$ cat src/rtl/dmem_dma_pkg.sv
// Shared types for the data-memory copy/fill engine: FSM state encoding and mode values.
package dmem_dma_pkg;

  typedef enum logic [1:0] {
    IDLE  = 2'd0,
    READ  = 2'd1,
    WRITE = 2'd2,
    DONE  = 2'd3
  } state_t;

  localparam logic MODE_COPY = 1'b0;
  localparam logic MODE_FILL = 1'b1;

endpackage

$ cat src/rtl/dmem_copy_engine.sv
// Block copy / block fill master for the 16-bit data memory port.
// One word per READ+WRITE pair in copy mode, one word per WRITE in fill mode.
module dmem_copy_engine
  import dmem_dma_pkg::*;
#(
  parameter int DATA_WIDTH = 16,
  parameter int ADDR_WIDTH = 16,
  parameter int LEN_WIDTH  = 9
) (
  input  logic                  clk,
  input  logic                  rst,
  input  logic                  start,
  input  logic                  mode,
  input  logic [ADDR_WIDTH-1:0] src_addr,
  input  logic [ADDR_WIDTH-1:0] dst_addr,
  input  logic [LEN_WIDTH-1:0]  length,
  input  logic [DATA_WIDTH-1:0] fill_value,
  output logic                  busy,
  output logic                  done,
  output logic [LEN_WIDTH-1:0]  words_done,
  output logic [ADDR_WIDTH-1:0] mem_access_addr,
  output logic [DATA_WIDTH-1:0] mem_write_data,
  output logic                  mem_write_en,
  output logic                  mem_read,
  input  logic [DATA_WIDTH-1:0] mem_read_data
);

  state_t                state_q, state_d;
  logic [ADDR_WIDTH-1:0] src_ptr_q, src_ptr_d;
  logic [ADDR_WIDTH-1:0] dst_ptr_q, dst_ptr_d;
  logic [LEN_WIDTH-1:0]  rem_q, rem_d;
  logic [LEN_WIDTH-1:0]  words_done_q, words_done_d;
  logic                  mode_q, mode_d;
  logic [DATA_WIDTH-1:0] fill_q, fill_d;
  logic [DATA_WIDTH-1:0] rd_buf_q, rd_buf_d;

  always_comb begin
    state_d         = state_q;
    src_ptr_d       = src_ptr_q;
    dst_ptr_d       = dst_ptr_q;
    rem_d           = rem_q;
    words_done_d    = words_done_q;
    mode_d          = mode_q;
    fill_d          = fill_q;
    rd_buf_d        = rd_buf_q;
    busy            = 1'b0;
    done            = 1'b0;
    mem_read        = 1'b0;
    mem_write_en    = 1'b0;
    mem_access_addr = '0;
    mem_write_data  = '0;

    case (state_q)
      IDLE: begin
        if (start) begin
          src_ptr_d    = src_addr;
          dst_ptr_d    = dst_addr;
          rem_d        = length;
          mode_d       = mode;
          fill_d       = fill_value;
          words_done_d = '0;
          if (length == '0)
            state_d = DONE;
          else if (mode == MODE_FILL)
            state_d = WRITE;
          else
            state_d = READ;
        end
      end
      READ: begin
        busy            = 1'b1;
        mem_read        = 1'b1;
        mem_access_addr = src_ptr_q;
        rd_buf_d        = mem_read_data;
        src_ptr_d       = src_ptr_q + ADDR_WIDTH'(1);
        state_d         = WRITE;
      end
      WRITE: begin
        busy            = 1'b1;
        // Gate the strobe so a reset edge can never commit a write.
        mem_write_en    = !rst;
        mem_access_addr = dst_ptr_q;
        mem_write_data  = (mode_q == MODE_FILL) ? fill_q : rd_buf_q;
        dst_ptr_d       = dst_ptr_q + ADDR_WIDTH'(1);
        rem_d           = rem_q - LEN_WIDTH'(1);
        words_done_d    = words_done_q + LEN_WIDTH'(1);
        if (rem_q == LEN_WIDTH'(1))
          state_d = DONE;
        else if (mode_q == MODE_FILL)
          state_d = WRITE;
        else
          state_d = READ;
      end
      DONE: begin
        done    = 1'b1;
        state_d = IDLE;
      end
      default: state_d = IDLE;
    endcase
  end

  always_ff @(posedge clk) begin
    if (rst) begin
      state_q      <= IDLE;
      src_ptr_q    <= '0;
      dst_ptr_q    <= '0;
      rem_q        <= '0;
      words_done_q <= '0;
      mode_q       <= MODE_COPY;
      fill_q       <= '0;
      rd_buf_q     <= '0;
    end else begin
      state_q      <= state_d;
      src_ptr_q    <= src_ptr_d;
      dst_ptr_q    <= dst_ptr_d;
      rem_q        <= rem_d;
      words_done_q <= words_done_d;
      mode_q       <= mode_d;
      fill_q       <= fill_d;
      rd_buf_q     <= rd_buf_d;
    end
  end

  assign words_done = words_done_q;

endmodule

$ cat config.mk
export PLATFORM = sky130hd
export DESIGN_NAME = dmem_copy_engine
export DESIGN_NICKNAME = d
export VERILOG_FILES = /design/src/rtl/dmem_dma_pkg.sv /design/src/rtl/dmem_copy_engine.sv
export SDC_FILE = /design/constraint.sdc
export NUM_CORES = 1
export LEC_CHECK = 0
export ABC_CLOCK_PERIOD_IN_PS = 1600
export CAP_MARGIN = 10
export CORE_ASPECT_RATIO = 1.5
export CORE_MARGIN = 10
export CORE_UTILIZATION = 40
export CTS_BUF_LIST = sky130_fd_sc_hd__clkbuf_16
export DETAILED_ROUTE_END_ITERATION = 8
export GPL_TIMING_DRIVEN = 0
export PLACE_DENSITY_LB_ADDON = 0.12
export SKIP_CTS_REPAIR_TIMING = 1
export SYNTH_ARGS = -nofsm -noshare
export SYNTH_HDL_FRONTEND = slang
export SYNTH_SLANG_ARGS = --single-unit
$ cat constraint.sdc
create_clock -name clk -period 1.6 [get_ports clk]
set_input_delay 0.16 -clock clk [delete_from_list [all_inputs] [get_ports clk]]
set_output_delay 0.16 -clock clk [all_outputs]
set_load 0.02 [all_outputs]
==> impl_metrics.csv, run 1 <==
group,metric,value,unit
outcome,status,"finished, violations left",
outcome,violations,"setup timing",
power_and_ir_drop,peakVddDrop,0.682,mV
synthesis,yosys-top-cells-area,"dfxtp_1 36%, mux2i_1 7.3%, nand2_1 6.4%",
timing,maxClockFrequency,512,MHz
routing,wl_per_cell,20.3,µm
timing,clock_skew,0.00630,ns
worst_hold_path,hold_depth,3,
cells_and_area,utilization,65.0,%
routing,firstDrtPassIters,7,
placement,io_buffers,120,
clocking,cts_buffers,9,
timing,setup_viol,80,
setup_path,end_kind,"output pin",
routing,drcViolationCount,0,
power_and_ir_drop,pwr-share-comb,48.5,%
global_routing,grt.overflow.total,0,
cells_and_area,drive_gt1_share,27.9,%
die,fp-row-count,48,
cells_and_area,fin_cells,937,
power_and_ir_drop,total_power,10.4,mW
worst_hold_path,whs_endpoint,"dst_ptr_q[15]",
synthesis,synthCells,616,
setup_path,rr_worst_depth,7,
routing,antenna_left,0,
cells_and_area,multiInputGateArea,3260,µm²
die,die_x,109,µm
die,core,11600,µm²
synthesis,post_synth_num_cell_types,62,
placement,place_ws,-0.836,ns
timing,rsz0062_at_grt,"true",
cells_and_area,area.growth.synth_to_final,58.1,%
worst_hold_path,hp-class,"primary input to flop",
synthesis,netlist_area,4770,µm²
clocking,htree_levels,3,
clocking,clk_pin_slew,0.07,ns
routing,drt_wl_total,19.0,mm
placement,place_area,6320,µm²
timing,tns,-14.80,ns
cells_and_area,fin_area,7540,µm²
timing,hold_ws,0.317,ns
synthesis,synth_most_common_cell,"dfxtp_1",
synthesis,netlist_top_cells_count,"85 x dfxtp_1, 81 x nand2_1, 69 x nor2_1",
synthesis,ys_seq_elements,85,
routing,drt_iter0_drc,279,
global_routing,antenna_found_initial,1,
synthesis,synth_top_cell_area_share,35.7,%
clocking,clock_sinks,85,
synthesis,yosys.area.top_type,"dfxtp_1",
routing,avgViaCountPerCell,5.80,
setup_path,cp_data_arrival_time,1.79,ns
clocking,clockRootBuffer,"clkbuf_16",
timing,slew_headroom,42.2,%
setup_path,reg2reg_slack,-0.24,ns
timing,tightest_slew,0.867,ns
synthesis,ys_seq_area_share,35.7,%
synthesis,syn_avg_cell_area,7.74,µm²
die,pin_count,122,
timing,worst_slack,-0.353,ns
timing,hold_viol_final,0,
cells_and_area,fillers,976,
synthesis,ys_async_sr_fraction,0,%
clocking,clock_path_buffers,2,
synthesis,synth_edf_count,0,
power_and_ir_drop,pwr-share-seq,29.1,%
setup_path,reg2reg_to,"dst_ptr_q[13]",
worst_hold_path,min-delay-start,"rst",
cells_and_area,seqCellArea,1720,µm²
job,cap_violations,0,
routing,vias,5431,
setup_path,critPathMaxFanout,10,
timing,post-route-period-util,122,%
placement,hpwl,13.3,mm
global_routing,grt_pass1_vias,5461,
clocking,clock_latency,0.34,ns
power_and_ir_drop,clkPwrFrac,22.4,%
placement,dpl.cell_count,886,
power_and_ir_drop,leakage,2.91,nW
power_and_ir_drop,p_sw_share,39.5,%
cells_and_area,nets,867,
global_routing,grt_pass1_wl,28.3,mm
global_routing,grt_max_degree,17,
timing,drv_slew,0,
setup_path,start_kind,"flop",
global_routing,grt_usage,20.9,%
setup_path,path_class,"flop to output pin",
setup_path,r2r-start,"state_q[0]",
clocking,cts_tree,"done",
synthesis,yosysWarnings,0,
power_and_ir_drop,power.density,1380,nW/µm²
synthesis,synth_flop_cell,"dfxtp_1",
die,die_area,16800,µm²
die,initial_core_util,41.1,%
power_and_ir_drop,p_sw,4.12,mW
timing,min_period,1.95,ns
synthesis,syn-num-nets,702,
placement,place.gp.congestion,0.942,
setup_path,critPathRequiredTime,1.44,ns
die,die-height,154,µm
power_and_ir_drop,intPower,6.31,mW
==> cell usage in the layout (no fill, tap or decap), drive strengths merged, types with 2 or more instances in the layout <==
master,n
dfxtp,85
clkdlybuf4s50,81
nand2,81
buf,81
nor2,69
a21oi,59
o21ai,37
clkbuf,37
mux2i,35
inv,25
nor2b,18
a22oi,18
nand3,17
dlymetal6s2s,10
nand4,10
nor3,10
a311oi,10
and3,9
ha,9
a31oi,7
a211oi,7
or3,6
o2bb2ai,6
o22ai,5
o32ai,5
o211ai,4
xor2,4
nor4,4
a21boi,3
and4,3
nand4b,3
xnor2,3
clkinvlp,2
a211o,2
bufinv,2
and2,2
mux2,2
==> power by group through the flow <==
stage	Sequential (mW)	Combinational [mW]	Clock, mW
2_1_floorplan	2.88	2.44	0
3_3_place_gp	2.99	3.50	0
3_5_place_dp	3.01	3.55	0
4_1_cts	2.96	3.57	2.37
5_1_grt	3.08	5.39	2.45
6_report	3.03	5.06	2.34
==> flip-flops by register name, summed over array words and instances (netlist names) <==
name	count
words_done	9
dst_ptr_q	16
rd_buf_q	16
rem_q	9
src_ptr_q	16
state_q	2
fill_q	16
mode_q	1
==> cell families (layout without fill, tap and decap cells) <==
kind of cell             after synthesis  after routing  synth area share, %
adder cells (fa/ha/maj)                9              9                 2.36
other                                  0              1                    0
multiplexers                          37             37                 7.82
XOR/XNOR                               7              7                 1.29
AO/OA/AOI/OAI                        174            174                 23.2
buffers and inverters                 68            238                 5.90
AND/OR/NAND/NOR                      236            236                 23.8
flip-flops                            85             85                 35.7
==> area by class of cell <==
class	count	share of cell area, %
Multi-Input combinational cell	463	43.3
Sequential cell	85	22.8
Timing Repair Buffer	156	20.2
Buffer	44	5.54
Clock buffer	9	2.99
Tap cell	150	2.49
Clock inverter	7	1.36
Inverter	22	1.31
Antenna cell	1	0.0332
==> worst max-delay path by stage <==
stage,endpoint,slack [ns],from
finish,mem_write_data[10],-0.35,state_q[0]
global route,mem_write_data[10],-0.41,state_q[0]
CTS,mem_write_data[7],-1.23,state_q[0]
detailed placement,mem_write_data[6],-0.84,state_q[0]
global placement,mem_write_data[6],-0.86,state_q[0]
floorplan,src_ptr_q[9],-0.01,state_q[0]
==> layer usage <==
layer  up-vias  track usage (%)  part of all wire [%]
li1       2538                -                     -
met1      2603             22.7                    38
met2       225             36.2                    51
met3        65             5.98                   7.0
met4         0             9.45                   4.3
met5         -                0                     0
==> critical path: stages, from the launching register on <==
cell and delay (ns):
dfxtp_4 0.37, inv_4 0.08, ha_4 0.20, clkinvlp_4 0.21, buf_8 0.20, buf_12 0.16, nor2_4 0.12, buf_6 0.12
No activity file was read; power rests on OpenSTA's default activity.
==> run 2, diff against run 1 <==
--- a/config.mk
+++ b/config.mk
@@ -12,7 +12,7 @@
 export CORE_UTILIZATION = 40
 export CTS_BUF_LIST = sky130_fd_sc_hd__clkbuf_16
 export DETAILED_ROUTE_END_ITERATION = 8
-export GPL_TIMING_DRIVEN = 0
+export GPL_TIMING_DRIVEN = 1
 export PLACE_DENSITY_LB_ADDON = 0.12
 export SKIP_CTS_REPAIR_TIMING = 1
 export SYNTH_ARGS = -nofsm -noshare
==> run 2 against run 1 <==
Net effect: the flow still finishes with violations (setup timing); sequential share of layout area decreased by 0.44 points; flip-flop and latch count is the same; core utilization up 0.98 points; design area up 1.5%; critical path type is now flop to flop.
==> impl_metrics.csv, run 2 (same netlist as run 1, synthesis figures left out) <==
group,metric,value,unit
setup_path,rr_worst_depth,8,
global_routing,grt_max_degree,78,
die,core,11600,µm²
job,cap_violations,0,
die,initial_core_util,41.1,%
routing,drcViolationCount,0,
cells_and_area,fillers,967,
setup_path,reg2reg_to,"dst_ptr_q[13]",
timing,setup_viol,71,
timing,tns,-8.16,ns
routing,vias,5390,
clocking,cts_buffers,9,
timing,clock_skew,0.00507,ns
global_routing,grt_pass1_vias,5233,
worst_hold_path,hp-class,"primary input to flop",
placement,hpwl,12.5,mm
cells_and_area,area.growth.synth_to_final,60.4,%
setup_path,cp_data_arrival_time,2.13,ns
setup_path,reg2reg_slack,-0.25,ns
setup_path,path_class,"flop to flop",
routing,avgViaCountPerCell,5.58,
routing,firstDrtPassIters,5,
global_routing,grt_usage,19.5,%
global_routing,grt_pass1_wl,26.6,mm
routing,drt_wl_total,17.8,mm
timing,hold_ws,0.296,ns
cells_and_area,seqCellArea,1710,µm²
setup_path,r2r-start,"state_q[0]",
global_routing,antenna_found_initial,0,
timing,rsz0062_at_grt,"true",
clocking,clock_latency,0.34,ns
worst_hold_path,hold_depth,5,
clocking,htree_levels,3,
timing,drv_slew,0,
timing,worst_slack,-0.250,ns
die,die_area,16800,µm²
worst_hold_path,min-delay-start,"rst",
timing,maxClockFrequency,541,MHz
cells_and_area,diodes,0,
timing,tightest_slew,0.416,ns
setup_path,critPathRequiredTime,1.88,ns
global_routing,grt.overflow.total,0,
outcome,violations,"setup timing",
outcome,status,"finished, violations left",
power_and_ir_drop,power.density,1310,nW/µm²
die,die_x,109,µm
die,pin_count,122,
cells_and_area,utilization,66.0,%
placement,io_buffers,121,
placement,place.gp.congestion,0.921,
clocking,clockRootBuffer,"clkbuf_16",
timing,slew_headroom,72.0,%
clocking,cts_tree,"done",
clocking,clk_pin_slew,0.07,ns
routing,wl_per_cell,18.4,µm
cells_and_area,nets,897,
cells_and_area,mostFrequentLayoutCells,"108 x buf_4, 82 x clkdlybuf4s50_1, 81 x dfxtp_1, 75 x nand2_1, 56 x nor2_1",
timing,min_period,1.85,ns
setup_path,critPathMaxFanout,6,
power_and_ir_drop,leakage,2.96,nW
worst_hold_path,whs_endpoint,"dst_ptr_q[9]",
clocking,clock_path_buffers,2,
die,die-height,154,µm
cells_and_area,multiInputGateArea,3230,µm²
clocking,clock_sinks,85,
setup_path,end_kind,"flop",
routing,antenna_left,0,
cells_and_area,drive_gt1_share,31.0,%
routing,drt_iter0_drc,268,
power_and_ir_drop,peakVddDrop,0.783,mV
timing,hold_viol_final,0,
cells_and_area,final_common_cell,"buf_4",
die,fp-row-count,48,
timing,post-route-period-util,116,%
setup_path,start_kind,"flop",
run 2: cell count changes in the layout (fill, tap and decap cells not counted), sizes merged:
cell           previous run  this run
bufinv                    2         0
diode                     1         0
dlymetal6s2s             10         3
inv                      25        23
buf                      81       139
clkbuf                   37        15
clkinv                    0         4
clkdlybuf4s50            81        82
run 2: worst max path at each step:
stage | start | to | slack [ns] | cells after the start
after CTS | state_q[1] | mem_access_addr[15] | -0.68 | 4
after detailed placement | state_q[1] | mem_access_addr[15] | -0.31 | 4
after floorplan | state_q[0] | src_ptr_q[9] | -0.01 | 7
final | state_q[0] | dst_ptr_q[13] | -0.25 | 8
after global placement | state_q[0] | mem_write_data[9] | -0.25 | 6
after global routing | state_q[0] | dst_ptr_q[13] | -0.32 | 8
run 2: layout make-up:
cell class | instances | share of cell area [%]
multi-input combinational | 463 | 42.2
timing repair buffer | 230 | 28.1
sequential | 85 | 22.4
clock buffer | 9 | 2.94
tap | 150 | 2.45
inverter | 22 | 1.19
clock inverter | 7 | 0.654
run 2: critical path: stages (launching register included):
cell and delay (ns):
dfxtp_4 0.36, inv_2 0.09, ha_4 0.21, buf_6 0.14
nor2b_4 0.18, nor2_4 0.05, or3_1 0.33, mux2_2 0.29
a21oi_1 0.13
run 2: through the flow:
stage / setup WS [ns] / cell area (µm²) / std cells / power [mW]
floorplan: -0.0118 / 4930 / 616 / 5.31
global placement: -0.251 / 6830 / 932 / 6.96
detailed placement: -0.309 / 6830 / 932 / 7.08
CTS: -0.679 / 7100 / 948 / 9.07
global route: -0.319 / 7650 / 966 / 10.6
finish: -0.250 / 7650 / 966 / 10.0
run 2: where the power goes:
part	switching [mW]	internal, mW
sequential	0.414	2.53
combinational	2.61	2.51
clock	0.913	1.06
total	3.93	6.10
run 2: layer usage:
layer	global-route usage, %	vias to the layer above	part of all wire [%]
li1	-	2604	-
met1	22.1	2560	39
met2	33.4	188	52
met3	4.98	38	5.9
met4	8.00	0	3.2
met5	0	-	0
